$ cat config.mk
export PLATFORM = sky130hd
export DESIGN_NAME = adder_pipeline_arbiter
export DESIGN_NICKNAME = d
export VERILOG_FILES = /design/src/rtl/adder_arb_pkg.sv /design/src/rtl/adder_pipeline_arbiter_rr.sv /design/src/rtl/adder_pipeline_arbiter.sv
export SDC_FILE = /design/constraint.sdc
export NUM_CORES = 1
export LEC_CHECK = 0
export CORE_AREA = 2 2 69 71
export CTS_CLUSTER_SIZE = 12
export DETAILED_ROUTE_END_ITERATION = 10
export DIE_AREA = 0 0 71 73
export PLACE_DENSITY = 0.67
export SYNTH_ARGS = -nofsm -noshare
export SYNTH_HDL_FRONTEND = slang
export SYNTH_SLANG_ARGS = --single-unit
$ cat constraint.sdc
create_clock -name iclk -period 4.1 [get_ports iclk]
set_input_delay 0.82 -clock iclk [delete_from_list [all_inputs] [get_ports iclk]]
set_output_delay 0.82 -clock iclk [all_outputs]
set_load 0.02 [all_outputs]
$ cat src/rtl/adder_arb_pkg.sv
// Shared types and helpers for the adder pipeline arbiter.
// Tag width is sized for the largest supported requester count; modules narrow it.
package adder_arb_pkg;

   localparam int unsigned C_NUM_REQ_MAX = 16;
   localparam int unsigned C_TAG_WIDTH   = $clog2(C_NUM_REQ_MAX);

   function automatic logic [C_TAG_WIDTH-1:0] onehot_to_idx(input logic [C_NUM_REQ_MAX-1:0] oh);
      logic [C_TAG_WIDTH-1:0] idx;
      idx = '0;
      for (int unsigned i = 0; i < C_NUM_REQ_MAX; i++) begin
         if (oh[C_TAG_WIDTH'(i)]) idx = C_TAG_WIDTH'(i);
      end
      return idx;
   endfunction

endpackage

$ cat src/rtl/adder_pipeline_arbiter_rr.sv
// Round-robin arbiter: grants the first requester at or after the pointer,
// and moves the pointer one past the winner whenever a grant is taken.
module rr_arbiter
   import adder_arb_pkg::*;
#(
   parameter int unsigned C_NUM_REQ = 4
)(
   input  logic                 iclk,
   input  logic                 irst_n,
   input  logic [C_NUM_REQ-1:0] req,
   input  logic                 advance,
   output logic [C_NUM_REQ-1:0] grant
);

   localparam int unsigned C_PW = $clog2(C_NUM_REQ);

   logic [C_PW-1:0] ptr;
   logic [C_PW-1:0] ptr_nxt;
   logic [C_PW-1:0] gidx;
   int unsigned     idx;
   logic            found;

   always_comb begin
      grant = '0;
      found = 1'b0;
      idx   = 0;
      for (int unsigned i = 0; i < C_NUM_REQ; i++) begin
         idx = (32'(ptr) + i) % C_NUM_REQ;
         if (!found && req[C_PW'(idx)]) begin
            grant[C_PW'(idx)] = 1'b1;
            found             = 1'b1;
         end
      end
   end

   always_comb begin
      gidx    = C_PW'(onehot_to_idx(C_NUM_REQ_MAX'(grant)));
      ptr_nxt = (32'(gidx) == C_NUM_REQ - 1) ? '0 : gidx + 1'b1;
   end

   always_ff @(posedge iclk) begin
      if (!irst_n) begin
         ptr <= '0;
      end else if (advance) begin
         ptr <= ptr_nxt;
      end
   end

endmodule

$ cat src/rtl/adder_pipeline_arbiter.sv
// Shares one external adder pipeline among several requesters; the winner's tag
// travels beside the operation and steers the registered result back to it.
module adder_pipeline_arbiter
   import adder_arb_pkg::*;
#(
   parameter int unsigned C_OPERAND_WIDTH = 3,
   parameter int unsigned C_NUM_REQ       = 4,
   parameter int unsigned C_ADDER_LATENCY = 2
)(
   input  logic                                 iclk,
   input  logic                                 irst_n,
   input  logic [C_NUM_REQ-1:0]                 i_req_valid,
   input  logic [C_NUM_REQ*C_OPERAND_WIDTH-1:0] i_req_a,
   input  logic [C_NUM_REQ*C_OPERAND_WIDTH-1:0] i_req_b,
   output logic [C_NUM_REQ-1:0]                 o_req_ready,
   output logic [C_OPERAND_WIDTH-1:0]           o_add_a,
   output logic [C_OPERAND_WIDTH-1:0]           o_add_b,
   input  logic [C_OPERAND_WIDTH:0]             i_add_r,
   output logic [C_NUM_REQ-1:0]                 o_rsp_valid,
   output logic [C_OPERAND_WIDTH:0]             o_rsp_data,
   output logic                                 o_busy
);

   localparam int unsigned W    = C_OPERAND_WIDTH;
   localparam int unsigned C_TW = $clog2(C_NUM_REQ);
   localparam int unsigned L    = C_ADDER_LATENCY;

   logic [C_NUM_REQ-1:0]       grant;
   logic [W-1:0]               sel_a;
   logic [W-1:0]               sel_b;
   logic [C_TW-1:0]            gidx;

   // Issue stage pairs with o_add_*; the L delay stages behind it line up with i_add_r.
   logic                       iss_v;
   logic [C_TW-1:0]            iss_tag;
   logic [L-1:0]               dly_v;
   logic [L-1:0][C_TW-1:0]     dly_tag;

   rr_arbiter #(
      .C_NUM_REQ (C_NUM_REQ)
   ) u_arb (
      .iclk    (iclk),
      .irst_n  (irst_n),
      .req     (i_req_valid),
      .advance (|o_req_ready),
      .grant   (grant)
   );

   always_comb begin
      o_req_ready = irst_n ? grant : '0;
      sel_a       = '0;
      sel_b       = '0;
      for (int unsigned k = 0; k < C_NUM_REQ; k++) begin
         if (grant[C_TW'(k)]) begin
            sel_a = i_req_a[k*W +: W];
            sel_b = i_req_b[k*W +: W];
         end
      end
      gidx = C_TW'(onehot_to_idx(C_NUM_REQ_MAX'(grant)));
   end

   always_ff @(posedge iclk) begin
      if (!irst_n) begin
         o_add_a     <= '0;
         o_add_b     <= '0;
         iss_v       <= 1'b0;
         iss_tag     <= '0;
         dly_v       <= '0;
         dly_tag     <= '0;
         o_rsp_valid <= '0;
         o_rsp_data  <= '0;
      end else begin
         if (|o_req_ready) begin
            o_add_a <= sel_a;
            o_add_b <= sel_b;
         end
         iss_v       <= |o_req_ready;
         iss_tag     <= gidx;
         dly_v       <= L'({dly_v, iss_v});
         dly_tag     <= (L*C_TW)'({dly_tag, iss_tag});
         o_rsp_valid <= dly_v[L-1] ? (C_NUM_REQ'(1) << dly_tag[L-1]) : '0;
         if (dly_v[L-1]) begin
            o_rsp_data <= i_add_r;
         end
      end
   end

   assign o_busy = iss_v | (|dly_v) | (|o_rsp_valid);

endmodule

==> metrics.cfg <==
[cells_and_area]
drive_gt1_share_pct=14.7
area.growth.synth_to_final_pct=54.0
fill_cells=457
instances_no_fill=245
insertedDiodeCount=0
final_util_pct=44.0
nets=231

[timing]
finalSetupViolations=0
skew_ns=0.00186
fin_crit_ns=3.97
max_freq_mhz=252
min_period_over_period_pct=96.8
rsz0062_at_grt=no
fin_hold_ws_ns=0.441
hold_viol=0
slew_violations=0
max_slew_margin_pct=68.9
worst_slew_pin_slew_ns=0.467

[yosys]
synth_edf_count=0
yosysUniqueCellTypes=29
synthesis.nets=168
syn_area_um2=1300
synth_cells=129
synth_ff_type=dfxtp_1
synth-seq-cells=25
async_flop_share_pct=0
yosysWarnings=0
syn_area_per_cell_um2=10.0
ys_seq_area_share_pct=38.6

[detailed_routing]
finalWirelength_mm=3.16
wl_per_cell_um=12.9
drt_first_pass_iters=4
first_iter_violations=81
vias=1211
drc_errors=0
via_per_inst=4.94
ant_nets=0

[cts]
clkTransAtPathRegs_ns=0.09
cts_max_level=1
holdBufCountCts=0
cts_root_buffer=clkbuf_8
cts_tree=done
cts_buffer_depth=2
clk_latency_ns=0.27
clock-sinks=25
cts_buffers=3

[place]
dp_hpwl_mm=2.53
place_inst=239
portBuffers=52
gp_congestion=0.833

[global_routing]
antenna_found_initial=0
track_usage_pct=12.5
grt_pass1_vias=1133
grt_overflow=0
grt_max_degree=17
grt_pass1_wl_mm=5.23

[die]
start_util_pct=28.6
dieArea_um2=5180
rows=25
pin_count=53
die_x_um=71
coreArea_um2=4540
dieHeight_um=73

[critical_path]
cpLargestDelayFamily=buffers and inverters
end_kind=output pin
cp.depth=7
reg2regPathDepth=10
worstPathArrival_ns=3.15
cp-endpoint=o_req_ready[3]
path_cells=clkdlybuf4s50_1 > mux4_2 > buf_4 > o21ai_0 > a221oi_2 > nor2_1 > clkdlybuf4s50_1
path_max_fanout=8
crit_buf_inv=3
path_class=in2out
r2r_setup_slack_ns=0.88
crit_top_cell=clkdlybuf4s50_1
max_stage_delay_ns=0.63
cp.required_ns=3.28
cp_slowest_cell=clkdlybuf4s50_1
setup.worst_path.start_class=primary input
crit_start=i_req_valid[3]
r2r_end=o_add_b[1]
r2r_start=u_arb.ptr[1]

[pwr]
p_leak_nw=0.820
power.density_nw_per_um2=649
vdd_drop_max_mv=0.240

[worst_hold_path]
min_path_type=reg2reg

[flow_run]
max_cap_viol_count=0

[run_status]
status=complete, no violations

-- cells in the mapped netlist, types with 2 or more instances --
library cell  instances  area (um^2)
a21o_1                6         45.0
a221o_2               2         22.5
a221oi_1              7         61.3
a221oi_2              3         45.0
and2_1                6         37.5
buf_6                 2         22.5
clkbuf_1              3         11.3
dfxtp_1              25          500
ha_1                  5         62.6
inv_1                 5         18.8
mux2i_1               4         40.0
mux4_1                3         78.8
nand2_1              11         41.3
nand3_1               7         35.0
nor2_1               16         60.1
nor3_1                3         15.0
o21ai_0               4         20.0
o31ai_1               6         45.0
-- state kept, by name, indices dropped and copies added (netlist names) --
name,cells
dly_tag,4
o_rsp_data,4
o_rsp_valid,4
o_add_a,3
o_add_b,3
dly_v,2
iss_tag,2
u_arb.ptr,2
iss_v,1
-- power breakdown --
| group | switching [W] | internal, W |
|---|---|---|
| logic | 0.000422 | 0.000397 |
| clock network | 0.0000804 | 0.0000689 |
| registers | 0.0000291 | 0.000298 |
-- cell usage in the layout (no fill, tap or decap), types with 2 or more instances in the layout --
cell / n
buf_4: 11
nand3_1: 7
mux4_1: 2
nor3_1: 3
inv_1: 5
clkbuf_8: 3
a21o_1: 6
nor2_1: 16
dfxtp_1: 25
a221oi_2: 4
o21ai_0: 4
and2_1: 6
dlymetal6s2s_1: 2
o31ai_1: 6
nor3b_4: 2
mux2i_1: 4
a221o_2: 2
a221oi_1: 6
clkdlybuf4s50_1: 50
mux4_2: 2
nand2_1: 11
ha_1: 5
-- layout make-up --
type                            count  area, um^2  area share, %
Sequential cell                    25         500           25.1
Clock inverter                      1        7.51          0.376
Inverter                            5        18.8          0.940
Clock buffer                        3        41.3           2.07
Multi-Input combinational cell     94         752           37.7
Timing Repair Buffer               63         608           30.5
Tap cell                           54        67.6           3.39
-- per-layer routing --
metal / vias up / part of all wire (%) / routed length (um) / global-route usage (%)
met5: - / 0 / 0 / 0
met4: 0 / 1.2 / 38 / 4.82
met3: 5 / 5.3 / 169 / 2.49
met2: 34 / 49 / 1540 / 20.2
met1: 566 / 45 / 1420 / 16.5
li1: 606 / - / - / -
-- through the flow --
step	total power (W)	TNS [ns]	area (um^2)	setup slack, ns
after detailed placement	0.00113	-0.0260	1920	-0.0151
after CTS	0.00129	0	1970	0.0688
final	0.00129	0	2000	0.132
after global routing	0.00139	0	2000	0.0407
after floorplan	0.000868	0	1300	0.772
after global placement	0.00112	0	1920	0.0535
-- logic make-up (layout without fill, tap and decap cells) --
logic type / Yosys count / after routing / synth area share [%]
compound gates: 33 / 33 / 21.8
fa+ha+maj: 5 / 5 / 4.83
buf+inv: 10 / 72 / 4.05
flops: 25 / 25 / 38.6
mux: 8 / 8 / 10.9
simple gates: 48 / 48 / 19.8
-- worst min-delay path by stage --
stage | startpoint | to | depth (start not counted)
2_1_floorplan | iss_tag[0] | dly_tag[0] | 1
3_3_place_gp | dly_tag[1] | dly_tag[3] | 1
3_5_place_dp | dly_tag[0] | dly_tag[2] | 1
4_1_cts | dly_tag[0] | dly_tag[2] | 1
5_1_grt | dly_tag[0] | dly_tag[2] | 1
6_report | dly_tag[0] | dly_tag[2] | 1
-- repair_timing --
item | 4_1_cts | 5_1_grt
setup endpoints to repair | 2 | 3
buffers inserted | 1 | 1
endpoints found under the hold margin | 0 | 0
resized for setup | 1 | 4
cloned | 0 | 0
pin swaps | 1 | 1
(Power assumes the default switching activity.)
